`config.mk`:
```
export PLATFORM = sky130hd
export DESIGN_NAME = clk_div_bank
export DESIGN_NICKNAME = d
export VERILOG_FILES = /design/src/rtl/clk_div_pkg.sv /design/src/rtl/clk_div_channel.sv /design/src/rtl/clk_div_bank.sv
export SDC_FILE = /design/constraint.sdc
export NUM_CORES = 1
export LEC_CHECK = 0
export CORE_UTILIZATION = 38
export CTS_CLUSTER_SIZE = 40
export DETAILED_ROUTE_END_ITERATION = 7
export HOLD_SLACK_MARGIN = 0.12
export PLACE_DENSITY = 0.55
export REMOVE_ABC_BUFFERS = 1
export SYNTH_ARGS = -nofsm -noshare
export SYNTH_HDL_FRONTEND = slang
export SYNTH_SLANG_ARGS = --single-unit
```
`constraint.sdc`:
```
create_clock -name clk -period 5 [get_ports clk]
set_input_delay 0.75 -clock clk [delete_from_list [all_inputs] [get_ports clk]]
set_output_delay 0.75 -clock clk [all_outputs]
set_load 0.02 [all_outputs]
```
`src/rtl/clk_div_pkg.sv`:
```
// ----------------------------------------------------------------------------
// clk_div_pkg
// Shared definitions for the programmable clock divider bank.
//   div_state_e : per-channel FSM state encoding
//   clamp_div   : maps a requested half-period of 0 onto 1 so that the
//                 terminal compare (cnt >= div-1) can never underflow
// ----------------------------------------------------------------------------
package clk_div_pkg;

  typedef enum logic [1:0] {
    STOP    = 2'd0,
    LO      = 2'd1,
    HI      = 2'd2,
    STEP_HI = 2'd3
  } div_state_e;

  // Widest divisor the clamp helper handles; channels cast in and out.
  localparam int MAX_CNT_W = 32;

  function automatic logic [MAX_CNT_W-1:0] clamp_div(input logic [MAX_CNT_W-1:0] val);
    return (val == '0) ? 32'd1 : val;
  endfunction

endpackage

```
`src/rtl/clk_div_channel.sv`:
```
// ----------------------------------------------------------------------------
// clk_div_channel
// One divider channel: shadow and active half-period, phase counter, FSM,
// registered slow clock and first-high-cycle tick.
//
// Ports
//   clk, rst    : system clock, synchronous active-high reset
//   en          : channel enable
//   mode        : 0 free-run, 1 single-step
//   step        : one-cycle step request (single-step mode)
//   div_wr      : write strobe for this channel's shadow divisor
//   div_val     : new half-period (0 is stored as 1)
//   slow_clk    : divided clock, registered
//   tick        : high only in the first cycle of each high phase
//   state_dbg   : current FSM state
//
// Strobe semantics: step and div_wr are single-cycle strobes sampled on the
// clock edge; there is no backpressure, and a step that arrives while a
// stepped pulse is still high is dropped rather than queued.
// ----------------------------------------------------------------------------
module clk_div_channel
  import clk_div_pkg::*;
#(
  parameter int CNT_W       = 20,
  parameter int DEFAULT_DIV = 1_000_000
) (
  input  logic             clk,
  input  logic             rst,
  input  logic             en,
  input  logic             mode,
  input  logic             step,
  input  logic             div_wr,
  input  logic [CNT_W-1:0] div_val,
  output logic             slow_clk,
  output logic             tick,
  output logic [1:0]       state_dbg
);

  div_state_e       state_q, state_d;
  logic [CNT_W-1:0] cnt_q, cnt_d;
  logic [CNT_W-1:0] div_act_q, div_act_d;
  logic [CNT_W-1:0] div_shd_q, div_shd_d;
  logic             slow_q, slow_d;
  logic             tick_q, tick_d;

  logic [CNT_W-1:0] wr_val;
  logic             term;

  assign wr_val = CNT_W'(clamp_div(MAX_CNT_W'(div_val)));

  // Greater-or-equal rather than equality so a corrupted counter still
  // terminates the phase instead of wrapping through the full range.
  assign term = (cnt_q >= (div_act_q - CNT_W'(1)));

  always_comb begin
    state_d   = state_q;
    cnt_d     = cnt_q;
    slow_d    = slow_q;
    tick_d    = 1'b0;
    div_act_d = div_act_q;
    div_shd_d = div_wr ? wr_val : div_shd_q;

    case (state_q)
      STOP: begin
        cnt_d  = '0;
        slow_d = 1'b0;
        // While stopped the active divisor tracks the shadow, including a
        // write arriving this very cycle, so the next phase uses it.
        div_act_d = div_wr ? wr_val : div_shd_q;
        if (en && !mode) begin
          state_d = LO;
        end else if (en && mode && step) begin
          state_d = STEP_HI;
          slow_d  = 1'b1;
          tick_d  = 1'b1;
        end
      end

      LO: begin
        // Output is already low, so stopping here cannot leave a runt pulse.
        if (!en || mode) begin
          state_d = STOP;
          cnt_d   = '0;
        end else if (term) begin
          state_d   = HI;
          cnt_d     = '0;
          slow_d    = 1'b1;
          tick_d    = 1'b1;
          div_act_d = div_shd_q;
        end else begin
          cnt_d = cnt_q + CNT_W'(1);
        end
      end

      HI: begin
        // Enable/mode are only consulted at the end of the high phase.
        if (term) begin
          cnt_d     = '0;
          slow_d    = 1'b0;
          div_act_d = div_shd_q;
          state_d   = (en && !mode) ? LO : STOP;
        end else begin
          cnt_d = cnt_q + CNT_W'(1);
        end
      end

      STEP_HI: begin
        if (term) begin
          state_d = STOP;
          cnt_d   = '0;
          slow_d  = 1'b0;
        end else begin
          cnt_d = cnt_q + CNT_W'(1);
        end
      end

      default: begin
        state_d = STOP;
        cnt_d   = '0;
        slow_d  = 1'b0;
      end
    endcase
  end

  always_ff @(posedge clk) begin
    if (rst) begin
      state_q   <= STOP;
      cnt_q     <= '0;
      div_act_q <= CNT_W'(DEFAULT_DIV);
      div_shd_q <= CNT_W'(DEFAULT_DIV);
      slow_q    <= 1'b0;
      tick_q    <= 1'b0;
    end else begin
      state_q   <= state_d;
      cnt_q     <= cnt_d;
      div_act_q <= div_act_d;
      div_shd_q <= div_shd_d;
      slow_q    <= slow_d;
      tick_q    <= tick_d;
    end
  end

  assign slow_clk  = slow_q;
  assign tick      = tick_q;
  assign state_dbg = state_q;

endmodule

```
`src/rtl/clk_div_bank.sv`:
```
// ----------------------------------------------------------------------------
// clk_div_bank
// Bank of CHANNELS independent programmable clock dividers. Each channel
// produces a 50 % duty slow clock and a tick on each rising edge, either
// free-running or one period per step request.
//
// Ports
//   clk, rst   : system clock, synchronous active-high reset
//   en         : per-channel enable
//   mode       : per-channel mode, 0 free-run, 1 single-step
//   step       : per-channel one-cycle step request
//   div_wr     : divisor write strobe
//   div_sel    : channel addressed by div_wr (out-of-range ignored)
//   div_val    : new half-period in clk cycles (0 treated as 1)
//   slow_clk   : per-channel divided clock
//   tick       : per-channel first-high-cycle strobe
//   dbg_state  : per-channel FSM state, 2 bits per channel
// ----------------------------------------------------------------------------
module clk_div_bank
  import clk_div_pkg::*;
#(
  parameter int CHANNELS    = 2,
  parameter int CNT_W       = 20,
  parameter int DEFAULT_DIV = 1_000_000,
  parameter int SEL_W       = (CHANNELS > 1) ? $clog2(CHANNELS) : 1
) (
  input  logic                  clk,
  input  logic                  rst,
  input  logic [CHANNELS-1:0]   en,
  input  logic [CHANNELS-1:0]   mode,
  input  logic [CHANNELS-1:0]   step,
  input  logic                  div_wr,
  input  logic [SEL_W-1:0]      div_sel,
  input  logic [CNT_W-1:0]      div_val,
  output logic [CHANNELS-1:0]   slow_clk,
  output logic [CHANNELS-1:0]   tick,
  output logic [2*CHANNELS-1:0] dbg_state
);

  logic [CHANNELS-1:0] wr_ch;

  // Only addresses below CHANNELS can match, so out-of-range selects fall
  // through with no strobe raised.
  always_comb begin
    wr_ch = '0;
    for (int i = 0; i < CHANNELS; i++) begin
      if (div_wr && (div_sel == SEL_W'(i))) begin
        wr_ch[i] = 1'b1;
      end
    end
  end

  for (genvar g = 0; g < CHANNELS; g++) begin : g_ch
    clk_div_channel #(
      .CNT_W       (CNT_W),
      .DEFAULT_DIV (DEFAULT_DIV)
    ) u_ch (
      .clk       (clk),
      .rst       (rst),
      .en        (en[g]),
      .mode      (mode[g]),
      .step      (step[g]),
      .div_wr    (wr_ch[g]),
      .div_val   (div_val),
      .slow_clk  (slow_clk[g]),
      .tick      (tick[g]),
      .state_dbg (dbg_state[2*g +: 2])
    );
  end

endmodule

```
==> results, run 1 <==
- The detail route stage leaves a number of antenna-violating nets equal to 0.
- The die boundary width is 141 µm.
- The area of all placed cells without fillers is 8530 µm².
- The share of the Yosys chip area taken by registers is 34.9%.
- After the first detailed-routing iteration, the DRC count stood at 322.
- The startpoint identified for the worst hold timing path is g_ch[1].u_ch.div_shd_q[3].
- The type of the most critical hold path is reg2reg.
- Combinational logic is responsible for 35.9% of the overall power.
- The number of hold buffers added after CTS was 0.
- The clock skew is 0.0117 ns.
- The peak clock frequency supported by timing is 0.236 GHz.
- The utilization after layout is 45.3%.
- In the routed layout, each cell is associated on average with a via count of 5.07.
- The share of total power in sequential cells is 31.8%.
- The number of distinct library cell variants in the gate-level netlist after synthesis is 46.
- In this run the tool buffered the top-level ports with 37 buffer cells.
- The biggest area contributor in the post-synthesis netlist is sky130_fd_sc_hd__dfxtp_1.
- For this run, design rule violations remaining after detail routing come to 0.
- The startpoint of the worst register-to-register path is g_ch[1].u_ch.div_act_q[2].
- In this run the cell area measured after placement is 7910 µm².
- The number of nets in the final layout is 991.
- The setup path with the least slack is of type reg2reg.
- The sum of net half-perimeters after detailed placement is 12.2 mm.
- Relative to the synthesized area, the layout overhead comes to 16.1%.
- In this run the core area contains 50 standard-cell rows.
- In this run the critical register-to-register path is captured at g_ch[1].u_ch.cnt_q[11].
- The slew at the pin closest to its max-slew limit is 1.04 ns.
- The worst register-to-register path has a setup slack of 0.76 ns.
- The area fraction of the dominant cell type after synthesis is 34.9%.
- The fraction of layout instances using a drive strength above 1 is 7.48%.
- Across the run, the number of max-cap violations was 0.
- The clock passes through at most 2 buffers.
- Summed over all layers, the global routing overflow is 0.
- The largest driver fanout on the critical path is 20.
- Summing over every cut layer, the via total after detailed routing is 5989.
- For the worst setup path, the data required time is 5.36 ns.
- The per-instance average area after synthesis is 8.25 µm².
- The worst hold path was traced through 2 stages.
- The highest-delay cell along the critical path is sky130_fd_sc_hd__or3_1.
- Synthesis inferred 128 register bits.
- For this run, the total global-route usage over all layers was measured as 18.2%.
- Headroom to the max-slew limit came out at 30.5%.
- In the final routed layout, each cell accounts on average for 14.5 µm.
- The repair_antennas step left the layout with diodes totalling 0.
- Sorting the synthesized cells by how often they occur yields sky130_fd_sc_hd__dfxtp_1, sky130_fd_sc_hd__nor2_1, sky130_fd_sc_hd__nand2_1.
- After synthesis, the cell types taking the most area are sky130_fd_sc_hd__dfxtp_1, sky130_fd_sc_hd__ha_1, sky130_fd_sc_hd__nor2_1.
- The number of cells on the worst reg-to-reg path is 13.
- The cell area that synthesis handed to floorplanning was 7350 µm².
- The H-tree was split into 4 levels.
- The clock network power share is 32.3%.
- The via count of the first global-routing pass is 5648.
- After layout, the minimum clock period comes to 4.24 ns.
- The switching portion of total power is 37.3%.
- Post-CTS repair changed the size of 0 cells.
- During synthesis, Yosys emitted a total of 0 warnings.
- The first detailed-routing pass ran for 4 iterations.
- TritonCTS built the clock tree.
- The switching power is 1.52 mW.
- The most common flop cell mapped by yosys is sky130_fd_sc_hd__dfxtp_1.
- Walking the worst path, the cells encountered are nor4_1, and4_1, nand2_1, or3_1, nor3_1, xnor2_1, ha_1, a21o_1, a21o_1, a221oi_1, nand4_1, or3_1, nor2_1.
- The number of pins with negative max-slew slack in the final report is 0.
- The final-report hold violation count is 0.
- The number of buffers inserted to repair setup after CTS is 0.
- Clock-pin slew was measured on the worst setup and hold paths at 0.07 ns.
- The floorplan step set the die height to 141 µm.
- The flow ran to the end, and the final reports show no timing, DRC or antenna violations.
- In this run the standard cell core region covers 18800 µm².
- Setup repair after global routing left no endpoint under its margin.
- In this run the static leakage power is 3.34 nW.
- The floorplan step defined a die boundary enclosing 19900 µm².
- For the worst-skew pair, the clock arrives at the later sink with an insertion delay of 0.43 ns.
- The starting density of the core is 39.0%.
- Synthesis produced a netlist whose cell count is 891.
- CTS placed an instance of sky130_fd_sc_hd__clkbuf_16 at the clock tree root.
- The total wire length after detailed routing is 17.2 mm.
- The sort of element at the start of the critical path is a register.
- Entering global routing, the biggest net connects 49 pins.
- The first global-routing pass estimated 28.4 mm of wire.
- The power per cell area is 476 nW/µm².
- The async set or reset register ratio after synthesis is 0%.
- Data on the critical path arrives at its endpoint at 4.60 ns.
- Summing all multi-input logic gate instances after layout gives 4480 µm².
- Counting the fill cells in the layout gives 1913.
- The routability congestion estimate from global placement is 0.752.
- The post-route setup TNS is 0 ns.
- Counting flops with a built-in enable in the synthesized netlist gives 0.
- Registers take 2560 µm².
- Clock tree synthesis inserted a total of 17 buffers.
- The initial antenna violation count was 0.
- The count of clock tree sinks is 128.
- The peak supply drop is 0.246 mV.
- The setup violation total in the final timing report is 0.
- sky130_fd_sc_hd__dfxtp_1 is the most common cell in the netlist.
- Internal power comes to 2.54 mW.
- The worst hold path terminates at g_ch[1].u_ch.div_shd_q[3].
- The worst setup path is captured at a register.
- The final critical path takes up 84.9% of the cycle.
- 38 I/O pins were placed.
- The maximum cell stage delay along the critical path is 0.67 ns.
-- how the worst max path moves through the flow --
stage,cells past startpoint,start,end
after detailed placement,13,g_ch[1].u_ch.div_act_q[2],g_ch[1].u_ch.cnt_q[18]
after global routing,13,g_ch[1].u_ch.div_act_q[2],g_ch[1].u_ch.cnt_q[9]
after CTS,13,g_ch[1].u_ch.div_act_q[2],g_ch[1].u_ch.cnt_q[11]
after floorplan,13,g_ch[1].u_ch.div_act_q[7],g_ch[1].u_ch.div_act_q[0]
final,13,g_ch[1].u_ch.div_act_q[2],g_ch[1].u_ch.cnt_q[11]
after global placement,13,g_ch[1].u_ch.div_act_q[2],g_ch[1].u_ch.cnt_q[3]
-- worst max-delay path, delay by kind of cell, from the launching register on --
kind	cells	cell delay, ns
xor gates and xnor gates	1	0.15
and+or+nand+nor	8	2.65
AOI/OAI and AO/OA	3	0.78
adders and majority gates	1	0.26
DFF	1	0.35
-- kinds of logic after synthesis --
family                     count (synthesis)  synth area share, %
AOI/OAI and AO/OA                        134                 11.2
xor gates and xnor gates                  72                 8.58
adders and majority gates                 52                 8.85
buffers and inverters                     75                 4.29
DFF                                      128                 34.9
muxes                                     55                 7.85
and+or+nand+nor                          375                 24.3
-- placed cells by master, fill, tap and decap left out, types with 36 or more instances in the layout --
master and n:
sky130_fd_sc_hd__clkdlybuf4s50_1 36, sky130_fd_sc_hd__dfxtp_1 128, sky130_fd_sc_hd__nand2_1 99, sky130_fd_sc_hd__ha_1 52, sky130_fd_sc_hd__nor2_1 104, sky130_fd_sc_hd__o21ai_0 45
sky130_fd_sc_hd__nor3_1 39, sky130_fd_sc_hd__nand3_1 40, sky130_fd_sc_hd__xnor2_1 42, sky130_fd_sc_hd__a21oi_1 43
-- per-layer routing --
layer	up-vias	track usage (%)	wire length, µm
met5	-	0	0
met4	0	5.84	167
met3	11	3.36	476
met2	71	29.6	7990
met1	2738	24.3	8540
li1	3169	-	-
-- flip-flops by register name (all words and copies together), names as in the netlist --
register             flops
g_ch.u_ch.slow_clk       2
g_ch.u_ch.div_act_q     40
g_ch.u_ch.state_dbg      4
g_ch.u_ch.tick           2
g_ch.u_ch.div_shd_q     40
g_ch.u_ch.cnt_q         40
-- per-stage QoR --
stage	hold WS (ns)	setup slack [ns]	cells	total power [mW]
2_1_floorplan	0.427	0.275	844	2.38
4_1_cts	0.455	0.744	1182	4.10
6_report	0.452	0.757	1182	4.06
3_5_place_dp	0.443	0.793	1150	2.78
5_1_grt	0.469	0.393	1182	4.33
3_3_place_gp	0.439	0.846	1150	2.77
-- power groups by stage --
stage / clock, mW / combinational [mW] / sequential (mW)
finish: 1.31 / 1.46 / 1.29
global route: 1.38 / 1.64 / 1.31
CTS: 1.34 / 1.48 / 1.29
detailed placement: 0 / 1.47 / 1.31
global placement: 0 / 1.46 / 1.31
floorplan: 0 / 1.09 / 1.28
-- final cells by class --
cell class,instances,share of cell area [%]
Sequential cell,128,30.0
Timing Repair Buffer,46,5.11
Tap cell,260,3.81
Inverter,28,1.23
Multi-Input combinational cell,688,52.6
Clock buffer,17,4.99
Clock inverter,15,2.23
Note: power is estimated with default switching activity, not from simulation.
==> inputs of run 2 (changes only) <==
- clock period: 5 -> 4.25 ns (I/O delays scaled with it)
==> results, run 2 (synthesis gave the netlist of run 1 again) <==
- The run finished with clean final reports.
- The fraction of layout instances using a drive strength above 1 is 7.79% (+0.31 points).
- STA classifies the critical path endpoint as a register.
- The first-pass GRT wire length is 28.7 mm (+1.0%).
- The maximum level of the CTS H-tree is 4 (unchanged).
- The total wire length after detailed routing came to 17.2 mm (about the same).
- Relative to the synthesized area, the layout overhead comes to 17.0%.
- In the layout the commonest cells are sky130_fd_sc_hd__dfxtp_1, sky130_fd_sc_hd__nor2_1, sky130_fd_sc_hd__nand2_1, sky130_fd_sc_hd__ha_1, sky130_fd_sc_hd__o21ai_0.
- The count of cells along the worst hold path is 2 (unchanged).
- The worst setup slack after placement came to 0.289 ns (-0.505 ns).
- The total inserted antenna cells is 0 (unchanged).
- The worst hold-check slack was 0.452 ns (-0.00000200 ns).
- The detailed-routing iteration count for the pre-antenna-repair pass is 5 (+1).
- The clock tree root driver cell is sky130_fd_sc_hd__clkbuf_16.
- The average via count per standard cell came to 5.09 (+0.51%).
- The number of fill cells in the layout is 1873 (-2.1%).
- The worst hold path terminates at g_ch[1].u_ch.div_shd_q[13].
- The endpoint required time on the critical path is 4.55 ns (-0.81 ns).
- The sort of element at the start of the critical path is a register.
- The final-report hold violation count is 0 (unchanged).
- The starting density of the core is 39.0% (unchanged).
- The critical path class is reg2reg.
- The number of pins with negative max-slew slack in the final report is 0 (unchanged).
- The fraction of the cycle the final worst path needs is 91.7% (+6.9 points).
- Setup repair after global routing left no endpoint under its margin.
- The largest driver fanout on the critical path was 27 (+35%).
- The standby leakage power is 3.35 nW (+0.55%).
- The worst setup margin is 0.351 ns (-0.406 ns).
- The placement row count is 50 (unchanged).
- The peak supply drop was 0.308 mV (+25%).
- The peak clock frequency supported by timing is 0.256 GHz (+8.8%).
- The pin count of the biggest net entering global routing is 59 (+20%).
- The routed wire length per instance is 14.5 µm (about the same).
- The type of the most critical hold path is reg2reg.
- The via count of the first global-routing pass is 5594 (-0.96%).
- The residual antenna-violating net count after detailed routing was 0 (unchanged).
- The total I/O pin count is 38 (unchanged).
- The violation count after the first detailed-routing iteration is 364 (+13%).
- The cell count of the worst reg-to-reg path is 15 (+2).
- The number of nets in the final layout is 994 (+0.30%).
- The worst max-slew margin expressed relative to the limit is 32.2% (+1.6 points).
- The reg-to-reg setup timing slack is 0.35 ns (-0.41 ns).
- The sum of net half-perimeters after detailed placement is 12.2 mm (about the same).
- The maximum root-to-sink buffer count is 2 (unchanged).
- The clock skew is 0.0142 ns (+0.00248 ns).
- The routability congestion estimate from global placement is 0.771 (+2.6%).
- The area of the core came to 18800 µm² (unchanged).
- The area of the die is 19900 µm² (unchanged).
- The global-route total usage across every layer is 18.2% (-0.021 points).
- The count of clock tree sinks is 128 (unchanged).
- The post-route minimum period was 3.90 ns (-0.344 ns).
- The initial antenna violation count came to 0 (unchanged).
- TritonCTS built the clock tree.
- The critical hold path startpoint is g_ch[1].u_ch.div_shd_q[13].
- In this run the critical register-to-register path is launched from g_ch[1].u_ch.div_act_q[7].
- The clock transition at the registers of the reported paths is 0.06 ns (about the same).
- The number of buffers created by CTS came to 17 (unchanged).
- The endpoint of the worst-slack reg-to-reg timing path is g_ch[1].u_ch.div_act_q[7].
- The number of buffers inserted by port buffering is 37 (unchanged).
- The power per cell area is 565 nW/µm² (+19%).
- The data arrival time at the worst-slack endpoint is 4.20 ns (-0.40 ns).
- The slew at the pin closest to its max-slew limit is 1.02 ns (-0.0245 ns).
- In the final layout, the registers with the most flip-flops are g_ch.u_ch.cnt_q (40), g_ch.u_ch.div_act_q (40), g_ch.u_ch.div_shd_q (40).
- The total grt overflow is 0 (unchanged).
- The timing startpoint of the critical path is g_ch[1].u_ch.div_act_q[7].
- The die span in y is 141 µm (unchanged).
- The clock insertion delay at the later pin of the skew report came to 0.42 ns (about the same).
- The die boundary width is 141 µm (unchanged).
- The number of remaining DRC errors was 0 (unchanged).
- The count of vias placed by the detailed router is 6030 (+0.68%).
- The most frequent standard cell in the layout excluding fill and tap cells is sky130_fd_sc_hd__dfxtp_1.
- The reported max-cap violation count is 0 (unchanged).
- The setup violation total in the final timing report was 0 (unchanged).
==> run 2: cell types whose count changed in the layout (fill, tap and decap cells not counted), sizes merged <==
cell	change
buf	+3
bufinv	+2
clkbuf	+3
clkinv	-2
clkinvlp	+2
inv	-6
==> run 2: routing by layer <==
layer / vias up / GRT usage [%] / share of wire [%]
li1: 3150 / - / -
met3: 8 / 3.94 / 2.6
met4: 0 / 4.58 / 0.73
met2: 72 / 28.5 / 46
met5: - / 0 / 0
met1: 2800 / 25.3 / 51
==> run 2: worst max-delay path by stage <==
stage	end	slack (ns)	depth (start not counted)
2_1_floorplan	g_ch[1].u_ch.div_act_q[0]	-0.48	13
3_3_place_gp	g_ch[1].u_ch.cnt_q[3]	0.37	13
3_5_place_dp	g_ch[1].u_ch.cnt_q[10]	0.29	13
4_1_cts	g_ch[1].u_ch.div_act_q[7]	0.23	15
5_1_grt	g_ch[1].u_ch.div_act_q[7]	0.05	15
6_report	g_ch[1].u_ch.div_act_q[7]	0.35	15
==> run 2: metrics by stage <==
step | power [mW] | TNS (ns) | instances | util [%] | cell area [µm²]
after floorplan | 2.80 | -8.44 | 844 | - | 7140
after global placement | 3.27 | 0 | 1153 | 42.2 | 7950
after detailed placement | 3.28 | 0 | 1153 | 42.2 | 7950
after CTS | 4.89 | 0 | 1184 | 45.6 | 8580
after global routing | 5.20 | 0 | 1184 | 45.6 | 8600
final | 4.85 | 0 | 1184 | 45.6 | 8600
==> run 2: worst max-delay path: stages (launching register included) <==
cell and delay [ns]:
sky130_fd_sc_hd__dfxtp_1 0.36, sky130_fd_sc_hd__or4_1 0.59, sky130_fd_sc_hd__nor3_1 0.21, sky130_fd_sc_hd__nand2_1 0.11, sky130_fd_sc_hd__or3_1 0.36, sky130_fd_sc_hd__nor3_1 0.22, sky130_fd_sc_hd__xnor2_1 0.10, sky130_fd_sc_hd__ha_1 0.29
sky130_fd_sc_hd__nand4_1 0.17, sky130_fd_sc_hd__nor3_2 0.27, sky130_fd_sc_hd__a221oi_1 0.14, sky130_fd_sc_hd__buf_4 0.16, sky130_fd_sc_hd__a41oi_2 0.18, sky130_fd_sc_hd__buf_6 0.28, sky130_fd_sc_hd__mux2i_1 0.24, sky130_fd_sc_hd__nor2_1 0.06
==> run 2: layout make-up <==
type / count / area (µm²) / share of cell area, %
tap: 260 / 325 / 3.78
clock inverter: 11 / 178 / 2.07
sequential: 128 / 2560 / 29.8
clock buffer: 20 / 457 / 5.31
inverter: 28 / 105 / 1.22
timing repair buffer: 49 / 474 / 5.52
multi-input combinational: 688 / 4490 / 52.3
==> run 2: timing repair <==
| item | in CTS | in global routing |
|---|---|---|
| hold buffers | 0 | 0 |
| endpoints found under the hold margin | 0 | 0 |
| setup buffers | 0 | 0 |
| setup endpoints to repair | 0 | 33 |
| gates resized for setup | 0 | 4 |
==> run 2: power by group <==
part | internal, mW | total [mW] | switching, mW
sequential | 1.35 | 1.52 | 0.171
combinational | 0.774 | 1.75 | 0.973
clock | 1.02 | 1.59 | 0.570
==> inputs of run 3 (changes only) <==
- CORE_MARGIN: default -> 10
- CTS_CLUSTER_DIAMETER: default -> 200
==> results, run 3 (synthesis gave the netlist of run 1 again) <==
- The reported max-cap violation count came to 0 (unchanged).
- The library cells used most frequently in the layout, excluding fill and tap cells, are sky130_fd_sc_hd__dfxtp_1, sky130_fd_sc_hd__nor2_1, sky130_fd_sc_hd__nand2_1, sky130_fd_sc_hd__ha_1, sky130_fd_sc_hd__o21ai_0.
- The utilization after layout is 45.2% (-0.44 points).
- The worst hold-check slack is 0.453 ns (+0.000325 ns).
- The total I/O pin count is 38 (unchanged).
- The sum of net half-perimeters after detailed placement is 12.7 mm (+3.9%).
- The critical path class is reg2reg.
- The clock transition at the registers of the reported paths is 0.06 ns (about the same).
- Setup repair after global routing left no endpoint under its margin.
- The setup violation total in the final timing report is 0 (unchanged).
- The number of nets in the final layout was 992 (-0.20%).
- The layout-stage area growth over the synthesis result is 16.2%.
- The peak clock frequency supported by timing is 0.253 GHz (-1.3%).
- The power per cell area is 556 nW/µm² (-1.4%).
- The area of the core is 18900 µm² (+0.33%).
- The data arrival time at the worst-slack endpoint is 4.23 ns (+0.03 ns).
- The detailed-routing iteration count for the pre-antenna-repair pass was 5 (unchanged).
- The starting density of the core is 38.9% (-0.13 points).
- The post-route setup TNS is 0 ns (unchanged).
- The endpoint required time on the critical path is 4.54 ns (about the same).
- The initial antenna violation count is 0 (unchanged).
- The pin count of the biggest net entering global routing was 66 (+12%).
- The critical hold path startpoint is g_ch[1].u_ch.div_shd_q[7].
- The maximum level of the CTS H-tree is 4 (unchanged).
- The total of cells resized after clock tree synthesis is 0 (unchanged).
- The clock insertion delay at the later pin of the skew report is 0.43 ns (about the same).
- The placement row count is 50 (unchanged).
- The violation count after the first detailed-routing iteration is 342 (-6.0%).
- The largest driver fanout on the critical path is 27 (unchanged).
- The type of destination of the critical path is a register.
- The residual antenna-violating net count after detailed routing is 0 (unchanged).
- The most frequent standard cell in the layout excluding fill and tap cells is sky130_fd_sc_hd__dfxtp_1.
- The number of pins with negative max-slew slack in the final report is 0 (unchanged).
- The post-route minimum period came to 3.95 ns (+0.0504 ns).
- The most critical setup path has its startpoint at g_ch[1].u_ch.div_act_q[7].
- The via count of the first global-routing pass is 5899 (+5.5%).
- The die span in y is 159 µm (+13%).
- The maximum root-to-sink buffer count is 2 (unchanged).
- The peak supply drop is 0.292 mV (-5.4%).
- The type of the most critical hold path is reg2reg.
- The total grt overflow is 0 (unchanged).
- The placed instance area is 7930 µm² (-0.19%).
- The sort of element at the start of the critical path is a register.
- The global-route total usage across every layer came to 14.1% (-4.1 points).
- The number of buffers inserted to repair setup after CTS is 0 (unchanged).
- The final-report hold violation count is 0 (unchanged).
- The flow ran to the end, and the final reports show no timing, DRC or antenna violations.
- The average via count per standard cell is 5.10 (+0.15%).
- The count of hold buffers inserted by post-cts repair came to 0 (unchanged).
- The number of remaining DRC errors is 0 (unchanged).
- The total inserted antenna cells was 0 (unchanged).
- The area of the die was 25300 µm² (+27%).
- The routed wire length per instance is 14.9 µm (+2.5%).
- The standby leakage power is 3.33 nW (-0.68%).
- The clock skew is 0.0101 ns (-0.00411 ns).
- The worst register-to-register path begins at g_ch[1].u_ch.div_act_q[7].
- The clock tree root driver cell is sky130_fd_sc_hd__clkbuf_16.
- The post-route total power is 4.75 mW (-2.1%).
- The total wire length after detailed routing came to 17.6 mm (+2.4%).
- In the final layout, the registers with the most flip-flops are g_ch.u_ch.cnt_q (40), g_ch.u_ch.div_act_q (40), g_ch.u_ch.div_shd_q (40).
- The first-pass GRT wire length is 29.9 mm (+4.3%).
- The count of vias placed by the detailed router is 6034 (+0.066%).
- The area of all placed cells without fillers is 8540 µm² (-0.63%).
- The worst max-slew margin expressed relative to the limit was 31.4% (-0.75 points).
- The die boundary width is 159 µm (+13%).
- The number of fill cells in the layout is 1921 (+2.6%).
- The number of buffers created by CTS was 17 (unchanged).
- The fraction of layout instances using a drive strength above 1 was 7.48% (-0.32 points).
- TritonCTS built the clock tree.
- The count of clock tree sinks is 128 (unchanged).
- The routability congestion estimate from global placement is 0.771 (about the same).
- The slew at the pin closest to its max-slew limit is 1.03 ns (+0.0112 ns).
- The fraction of the cycle the final worst path needs is 92.9% (+1.2 points).
- The number of buffers inserted by port buffering is 37 (unchanged).
[run 3: per-layer routing]
layer / wire length, µm / vias to the layer above / share of wire, % / global-route usage (%)
met3: 594 / 17 / 3.4 / 3.41
li1: - / 3154 / - / -
met5: 0 / - / 0 / 0
met4: 240 / 0 / 1.4 / 4.59
met1: 8690 / 2788 / 49 / 18.4
met2: 8080 / 75 / 46 / 22.5
[run 3: worst max-delay path, stage by stage (launching register included)]
cell,delay [ns]
sky130_fd_sc_hd__dfxtp_1,0.35
sky130_fd_sc_hd__or4_1,0.59
sky130_fd_sc_hd__nor3_1,0.19
sky130_fd_sc_hd__nand2_1,0.11
sky130_fd_sc_hd__or3_1,0.37
sky130_fd_sc_hd__nor3_1,0.23
sky130_fd_sc_hd__xnor2_1,0.10
sky130_fd_sc_hd__ha_1,0.30
sky130_fd_sc_hd__nand4_1,0.15
sky130_fd_sc_hd__nor3_1,0.32
sky130_fd_sc_hd__a32oi_1,0.23
sky130_fd_sc_hd__a41oi_2,0.23
sky130_fd_sc_hd__buf_4,0.36
sky130_fd_sc_hd__mux2i_1,0.23
sky130_fd_sc_hd__nor2_1,0.05
[run 3: layout make-up]
type	instances	area [µm²]	share of cell area [%]
clock buffer	20	447	5.23
clock inverter	12	158	1.85
inverter	28	105	1.23
multi-input combinational	688	4490	52.6
sequential	128	2560	30.0
tap	260	325	3.81
timing repair buffer	47	455	5.33
[run 3: report_power, final]
part / total [mW] / switching, mW / internal [mW]
Sequential: 1.51 / 0.164 / 1.35
Clock: 1.51 / 0.571 / 0.940
Combinational: 1.73 / 0.969 / 0.762
[run 3: final timing paths]
kind / cells after the start / slack (ns) / endpoint
max: 14 / 0.30 / g_ch[1].u_ch.div_act_q[8]
min: 2 / 0.45 / g_ch[1].u_ch.div_shd_q[7]
max reg2reg: 14 / 0.30 / g_ch[1].u_ch.div_act_q[8]
min reg2reg: 2 / 0.45 / g_ch[1].u_ch.div_shd_q[7]
[run 3: metrics by stage]
step	setup slack [ns]	std cells
after floorplan	-0.475	844
after detailed placement	0.0427	1151
after CTS	0.0363	1183
after global placement	0.144	1151
after global routing	0.0264	1183
final	0.301	1183
